**config.mk**
```make
export PLATFORM = sky130hd
export DESIGN_NAME = tmp1075_poll_ctrl
export DESIGN_NICKNAME = d
export VERILOG_FILES = /design/src/rtl/tmp1075_poll_ctrl.sv
export SDC_FILE = /design/constraint.sdc
export NUM_CORES = 1
export LEC_CHECK = 0
export ABC_AREA = 1
export BUFFER_PORTS_ARGS = -buffer_cell sky130_fd_sc_hd__buf_4
export CAP_MARGIN = 10
export CORE_ASPECT_RATIO = 0.75
export CORE_MARGIN = 5
export CORE_UTILIZATION = 40
export DETAILED_ROUTE_END_ITERATION = 6
export PLACE_DENSITY = 0.69
export RECOVER_POWER = 25
export SLEW_MARGIN = 15
export SYNTH_ARGS = -nofsm -noshare
export SYNTH_HDL_FRONTEND = slang
export SYNTH_SLANG_ARGS = --single-unit
```
**constraint.sdc**
```tcl
create_clock -name clk -period 2 [get_ports clk]
set_input_delay 0.4 -clock clk [delete_from_list [all_inputs] [get_ports clk]]
set_output_delay 0.4 -clock clk [all_outputs]
set_load 0.005 [all_outputs]
```
**src/rtl/tmp1075_poll_ctrl.sv**
```systemverilog
// -----------------------------------------------------------------------------
// tmp1075_poll_ctrl
// Command sequencer for i2c_dri talking to a TMP1075N temperature sensor.
// After reset it writes the configuration register once. It then reads the
// temperature MSB byte at a fixed interval and publishes it as signed degC.
//
// Optional feature macro: ALERT_CMP_EN
//   When defined, adds the over_temp output, a hysteretic comparison of each
//   new temperature against HI_LIMIT / LO_LIMIT.
//
// Ports
//   clk         in   1   dri_clk from i2c_dri
//   rst         in   1   asynchronous active-high reset
//   en          in   1   polling allowed; when low, the current transfer
//                        finishes and the block then idles
//   i2c_exec    out  1   one-cycle transfer start strobe
//   bit_ctrl    out  1   constant 0 (8-bit register pointer)
//   i2c_rh_wl   out  1   1 = read, 0 = write
//   i2c_addr    out  16  register pointer (upper byte 0)
//   i2c_data_w  out  8   write data
//   i2c_data_r  in   8   read data, valid with i2c_done
//   i2c_done    in   1   transfer complete pulse
//   i2c_ack     in   1   sampled with i2c_done, 1 = slave NACK
//   temp        out  8   last good temperature, two's complement degC
//   temp_vld    out  1   one-cycle pulse when temp updates
//   busy        out  1   transfer outstanding (exec cycle through done cycle)
//   err         out  1   sticky: retries exhausted; cleared by rst only
//   fail_cnt    out  8   NACK/timeout event count, saturating at 255
//   over_temp   out  1   over-temperature flag (ALERT_CMP_EN only)
//
// Timing notes
//   The exec strobe is registered: it is loaded on the edge that enters an
//   issue state. The completion (or failure) cycle counts as period tick 0,
//   so a read strobe appears exactly SAMPLE_PERIOD cycles after the previous
//   done, and SAMPLE_PERIOD cycles after en is raised from an idle hold.
// -----------------------------------------------------------------------------
module tmp1075_poll_ctrl #(
    parameter logic [7:0]        CFG_ADDR      = 8'h01,
    parameter logic [7:0]        CFG_DATA      = 8'h61,
    parameter logic [7:0]        TEMP_ADDR     = 8'h00,
    parameter int unsigned       SAMPLE_PERIOD = 10_000,
    parameter int unsigned       TIMEOUT       = 65_535,
    parameter int unsigned       MAX_RETRY     = 3,
    parameter logic signed [7:0] HI_LIMIT      = 8'sd80,
    parameter logic signed [7:0] LO_LIMIT      = 8'sd75
) (
    input  logic        clk,
    input  logic        rst,
    input  logic        en,
    output logic        i2c_exec,
    output logic        bit_ctrl,
    output logic        i2c_rh_wl,
    output logic [15:0] i2c_addr,
    output logic [7:0]  i2c_data_w,
    input  logic [7:0]  i2c_data_r,
    input  logic        i2c_done,
    input  logic        i2c_ack,
    output logic [7:0]  temp,
    output logic        temp_vld,
    output logic        busy,
    output logic        err,
    output logic [7:0]  fail_cnt
`ifdef ALERT_CMP_EN
    ,
    output logic        over_temp
`endif
);

    localparam int PW = (SAMPLE_PERIOD < 2) ? 1 : $clog2(SAMPLE_PERIOD);
    localparam int TW = (TIMEOUT < 2) ? 1 : $clog2(TIMEOUT);
    localparam int RW = (MAX_RETRY < 1) ? 1 : $clog2(MAX_RETRY + 1);

    localparam logic [PW-1:0] PER_LAST  = PW'(SAMPLE_PERIOD - 1);
    localparam logic [TW-1:0] TMO_LAST  = TW'(TIMEOUT - 1);
    localparam logic [RW-1:0] RETRY_MAX = RW'(MAX_RETRY);

    typedef enum logic [2:0] {
        S_CFG_ISSUE = 3'd0,
        S_CFG_WAIT  = 3'd1,
        S_PERIOD    = 3'd2,
        S_RD_ISSUE  = 3'd3,
        S_RD_WAIT   = 3'd4,
        S_FAIL      = 3'd5
    } state_t;

    state_t          state;
    state_t          next_state;
    logic [PW-1:0]   per_cnt;
    logic [TW-1:0]   tmo_cnt;
    logic [RW-1:0]   retry;
    logic            ret_cfg;     // failed transfer was the config write
    logic            load_exec;   // strobe a new transfer on this edge
    logic            load_cfg;    // that transfer is the config write
    logic            in_wait;
    logic            tmo_hit;
    logic            xfer_ok;
    logic            xfer_bad;
    logic            rd_ok;
    logic            retry_ok;

    assign bit_ctrl = 1'b0;

    assign in_wait  = (state == S_CFG_WAIT) || (state == S_RD_WAIT);
    assign tmo_hit  = (tmo_cnt == TMO_LAST);
    // A done arriving on the abort cycle still counts as a completion.
    assign xfer_ok  = in_wait && i2c_done && !i2c_ack;
    assign xfer_bad = in_wait && ((i2c_done && i2c_ack) || (!i2c_done && tmo_hit));
    assign rd_ok    = xfer_ok && (state == S_RD_WAIT);
    assign retry_ok = (retry < RETRY_MAX);

    // State register.
    always_ff @(posedge clk or posedge rst) begin
        if (rst) begin
            state <= S_CFG_ISSUE;
        end else begin
            state <= next_state;
        end
    end

    // Next-state decode and transfer launch requests.
    always_comb begin
        next_state = state;
        load_exec  = 1'b0;
        load_cfg   = 1'b0;
        case (state)
            S_CFG_ISSUE: begin
                // Entered with the strobe already loaded on a retry; after
                // reset the strobe is launched here once en is high.
                if (i2c_exec) begin
                    next_state = S_CFG_WAIT;
                end else if (en) begin
                    load_exec = 1'b1;
                    load_cfg  = 1'b1;
                end else begin
                    next_state = S_CFG_ISSUE;
                end
            end
            S_CFG_WAIT, S_RD_WAIT: begin
                if (xfer_ok) begin
                    next_state = S_PERIOD;
                end else if (xfer_bad) begin
                    next_state = S_FAIL;
                end else begin
                    next_state = state;
                end
            end
            S_PERIOD: begin
                if (en && (per_cnt == PER_LAST)) begin
                    next_state = S_RD_ISSUE;
                    load_exec  = 1'b1;
                end else begin
                    next_state = S_PERIOD;
                end
            end
            S_RD_ISSUE: begin
                next_state = S_RD_WAIT;
            end
            S_FAIL: begin
                if (retry_ok) begin
                    load_exec = 1'b1;
                    if (ret_cfg) begin
                        next_state = S_CFG_ISSUE;
                        load_cfg   = 1'b1;
                    end else begin
                        next_state = S_RD_ISSUE;
                    end
                end else begin
                    // Give up; a failed config still moves on to polling.
                    next_state = S_PERIOD;
                end
            end
            default: begin
                next_state = S_CFG_ISSUE;
            end
        endcase
    end

    // Command strobe, command fields (held until the next launch) and busy.
    always_ff @(posedge clk or posedge rst) begin
        if (rst) begin
            i2c_exec   <= 1'b0;
            i2c_rh_wl  <= 1'b0;
            i2c_addr   <= 16'h0000;
            i2c_data_w <= 8'h00;
            busy       <= 1'b0;
        end else begin
            i2c_exec <= load_exec;
            if (load_exec) begin
                i2c_rh_wl  <= !load_cfg;
                i2c_addr   <= {8'h00, (load_cfg ? CFG_ADDR : TEMP_ADDR)};
                i2c_data_w <= load_cfg ? CFG_DATA : 8'h00;
            end
            if (load_exec) begin
                busy <= 1'b1;
            end else if (in_wait && (i2c_done || tmo_hit)) begin
                busy <= 1'b0;
            end
        end
    end

    // Sample-period counter; the cycle before PERIOD is tick 0, !en parks it at 0.
    always_ff @(posedge clk or posedge rst) begin
        if (rst) begin
            per_cnt <= '0;
        end else if (state != S_PERIOD) begin
            per_cnt <= PW'(1);
        end else if (!en || (per_cnt == PER_LAST)) begin
            per_cnt <= '0;
        end else begin
            per_cnt <= per_cnt + PW'(1);
        end
    end

    // Done timeout counter, live only while waiting for a transfer.
    always_ff @(posedge clk or posedge rst) begin
        if (rst) begin
            tmo_cnt <= '0;
        end else if (!in_wait) begin
            tmo_cnt <= '0;
        end else begin
            tmo_cnt <= tmo_cnt + TW'(1);
        end
    end

    // Retry bookkeeping, failure counter and sticky error.
    always_ff @(posedge clk or posedge rst) begin
        if (rst) begin
            retry    <= '0;
            ret_cfg  <= 1'b0;
            fail_cnt <= 8'h00;
            err      <= 1'b0;
        end else begin
            if (xfer_ok) begin
                retry <= '0;
            end
            if (xfer_bad) begin
                ret_cfg <= (state == S_CFG_WAIT);
            end
            if (state == S_FAIL) begin
                if (fail_cnt != 8'hFF) begin
                    fail_cnt <= fail_cnt + 8'd1;
                end
                if (retry_ok) begin
                    retry <= retry + RW'(1);
                end else begin
                    retry <= '0;
                    err   <= 1'b1;
                end
            end
        end
    end

    // Publish a successfully read temperature byte.
    always_ff @(posedge clk or posedge rst) begin
        if (rst) begin
            temp     <= 8'h00;
            temp_vld <= 1'b0;
        end else begin
            temp_vld <= rd_ok;
            if (rd_ok) begin
                temp <= i2c_data_r;
            end
        end
    end

`ifdef ALERT_CMP_EN
    // Hysteretic over-temperature flag, updated together with temp_vld.
    always_ff @(posedge clk or posedge rst) begin
        if (rst) begin
            over_temp <= 1'b0;
        end else if (rd_ok) begin
            if ($signed(i2c_data_r) >= HI_LIMIT) begin
                over_temp <= 1'b1;
            end else if ($signed(i2c_data_r) <= LO_LIMIT) begin
                over_temp <= 1'b0;
            end
        end
    end
`else
    logic unused_limits;
    assign unused_limits = ^{HI_LIMIT, LO_LIMIT};
`endif

endmodule

```
==> impl_metrics.toml <==
[status]
status = "finished, final reports clean"

[logic_synthesis]
ys_types = 34
yosysWarnings = 0
syn_area_per_cell_um2 = 7.87
yosysSeqAreaShare_pct = 45.5
synth-xor-area-share_pct = 3.85
ys_async_sr_fraction_pct = 100
syn-cell-area_um2 = 3190
synth-seq-cells = 58
synth.mux.area_fraction_pct = 0
synth-adder-area-share_pct = 1.96
syn_inst = 405
yosys.area_share.simple_pct = 32.5
synth-compound-area-share_pct = 4.95
synth_ff_type = "dfrtp_1"
synth_top_family_by_area = "simple AND/OR/NAND/NOR gates"
synth_edf_count = 0

[clock_tree]
cts_setup_buffers = 0
clk-insertion-delay-late_ns = 0.33
cts-htree-levels = 3
clkTransAtPathRegs_ns = 0.06
ctsHoldBuffers = 0
cts_sinks = 58
clockBufferDepth = 2
numCtsBuffers = 9
clockRootBuffer = "clkbuf_8"
post_cts_resized = 0
cts_tree = "yes"

[critical_path]
crit_required_ns = 2.21
cp.arrival_ns = 1.72
critical_path.slowest_cell = "dfrtp_1"
crit_path_end_kind = "register"
crit_path_max_fanout = 6
start_kind = "register"
slowest_delay_ns = 0.43
critical_path.cell_chain = "ha_1, nand2_2, nor2_4, nand4_1, o21ai_0, o21bai_1"
critical_path_class = "register to register"
ff2ff_path_depth = 6

[pwr]
power_density_nw_per_um2 = 1060
ir_drop_uv = 613
switchingPower_uw = 1350
internal_power_uw = 2550
pwr-share-clk_pct = 27.2
comb_power_share_pct = 30.6
power.leakage_uw = 0.00177
p_sw_share_pct = 34.6
p_seq_share_pct = 42.2

[timing]
hold_violations = 0
setup_tns_ns = 0
setup_slack_ns = 0.488
grt_setup_unrepaired = "no"
max_freq_mhz = 662
tightestPinTransition_ns = 1.40
finalCritPeriodShare_pct = 75.6
relSlewSlack_pct = 6.61
setup_viol = 0
final.setup_skew_ns = 0.00580
final.min_clock_period_ns = 1.51
finalMaxSlewViolations = 0

[floorplan]
die_h_um = 87.3
fp.dieW_um = 113
dieArea_um2 = 9870
core_um2 = 7810
rows = 28
pin_count = 59
initial_utilization_pct = 40.8

[detailed_routing]
ant_nets = 0
drc = 0
routedWlPerCell_um = 11.4
wirelength_um = 6360
drt-initial-drc-count = 151
vias = 2552
via_per_inst = 4.57
drt-pass1-iter-count = 4

[global_route]
grt_pass1_wl_um = 11000
gr-total-overflow = 0
grt_pass1_vias = 2393
grt_antenna_before_repair = 0
grt_usage_pct = 13.8
grt_max_degree = 59

[worst_hold_path]
hold_path.class = "input port to register"
hold_depth = 3

[place]
globalplace.congestion = 0.858
dpl.hpwl_um = 4850
dp_cells = 543
portBuffers = 37
pre_cts_slack_ns = 0.495

[finish]
layout-drive-gt1-share_pct = 18.1
final_cells = 559
diodes = 0
fin_nets = 467
syn2layout_area_growth_pct = 15.9
final_util_pct = 47.3
num-fill-cells = 743

[job]
cap_violations = 0
==> placed cells by master (no fill, tap or decap), types with 5 or more instances in the layout <==
cell type,synthesis,routed
nand3_1,22,22
nand2_2,6,6
ha_1,5,5
inv_1,35,35
nand2_1,102,102
o21ai_0,11,11
dfrtp_1,58,58
nor3_1,7,7
a21oi_1,5,5
clkbuf_8,0,14
buf_4,24,36
xor2_1,10,10
nor2_2,5,5
inv_2,7,7
nand4_1,11,11
conb_1,1,21
nor2_1,65,65
==> synth_stat cells (5+ instances only) <==
library cell	count	share of area, %
a21oi_1	5	0.79
buf_4	24	5.7
dfrtp_1	58	46
ha_1	5	2.0
inv_1	35	4.1
inv_2	7	0.82
nand2_1	102	12
nand2_2	6	1.2
nand3_1	22	3.5
nand4_1	11	2.2
nor2_1	65	7.7
nor2_2	5	0.98
nor3_1	7	1.1
o21ai_0	11	1.7
xor2_1	10	2.7
==> sequential cells by signal, summed over array words and instances, names as in the netlist <==
signal / count
tmo_cnt: 16
per_cnt: 14
fail_cnt: 8
temp: 8
state: 3
retry: 2
busy: 1
err: 1
i2c_data_w: 1
i2c_exec: 1
i2c_rh_wl: 1
ret_cfg: 1
temp_vld: 1
==> worst paths after layout <==
path	endpoint	slack, ns	start
min in group asynchronous	fail_cnt[5]$_DFFE_PP0P_	0.53	rst
setup reg to reg	per_cnt[0]$_DFF_PP0_	0.49	per_cnt[0]$_DFF_PP0_
hold / removal	temp[1]$_DFFE_PP0P_	0.27	i2c_data_r[1]
setup / recovery	per_cnt[0]$_DFF_PP0_	0.49	per_cnt[0]$_DFF_PP0_
max in group asynchronous	per_cnt[12]$_DFF_PP0_	0.60	rst
hold reg to reg	err$_DFFE_PP0P_	0.46	err$_DFFE_PP0P_
==> final cells by class <==
| cell class | count | area (µm²) | share of cell area (%) |
|---|---|---|---|
| clock buffer | 15 | 196 | 5.32 |
| clock inverter | 1 | 5.00 | 0.136 |
| inverter | 44 | 168 | 4.54 |
| multi-input combinational | 298 | 1460 | 39.5 |
| sequential | 58 | 1450 | 39.3 |
| tap | 105 | 131 | 3.56 |
| timing repair buffer | 38 | 283 | 7.66 |
==> through the flow <==
step	area, µm²	total power (µW)	hold WS [ns]
after floorplan	3260	2440	0.450
after global placement	3510	2850	0.442
after detailed placement	3510	2880	0.448
after CTS	3710	3950	0.133
after global routing	3690	4220	0.259
final	3690	3900	0.269
==> cells by family after synthesis <==
family,after synthesis
other,1
AND/OR/NAND/NOR,232
flip-flops,58
XOR/XNOR,14
AO/OA/AOI/OAI,26
adder cells (fa/ha/maj),5
buffers and inverters,69
==> power groups by stage <==
stage                     logic, µW  registers [µW]  clock network (µW)
after global routing           1390            1690                1150
after detailed placement       1220            1660                   0
final                          1190            1640                1060
after global placement         1200            1660                   0
after CTS                      1220            1650                1090
after floorplan                 806            1630                   0
==> layer usage <==
| layer | vias to the layer above | track usage, % | part of all wire [%] | routed length (µm) |
|---|---|---|---|---|
| met2 | 83 | 19.1 | 40 | 2550 |
| met1 | 1129 | 20.0 | 51 | 3250 |
| met4 | 0 | 7.42 | 2.4 | 152 |
| li1 | 1325 | - | - | - |
| met3 | 15 | 3.13 | 6.4 | 409 |
| met5 | - | 0 | 0 | 0 |
==> critical path, delay by kind of cell, from the launching register on <==
kind	cells	cell delay, ns
flip-flops	1	0.43
AND/OR/NAND/NOR	3	0.40
AO/OA/AOI/OAI	2	0.37
adder cells (fa/ha/maj)	1	0.21
Power figures use the tool's default switching activity.
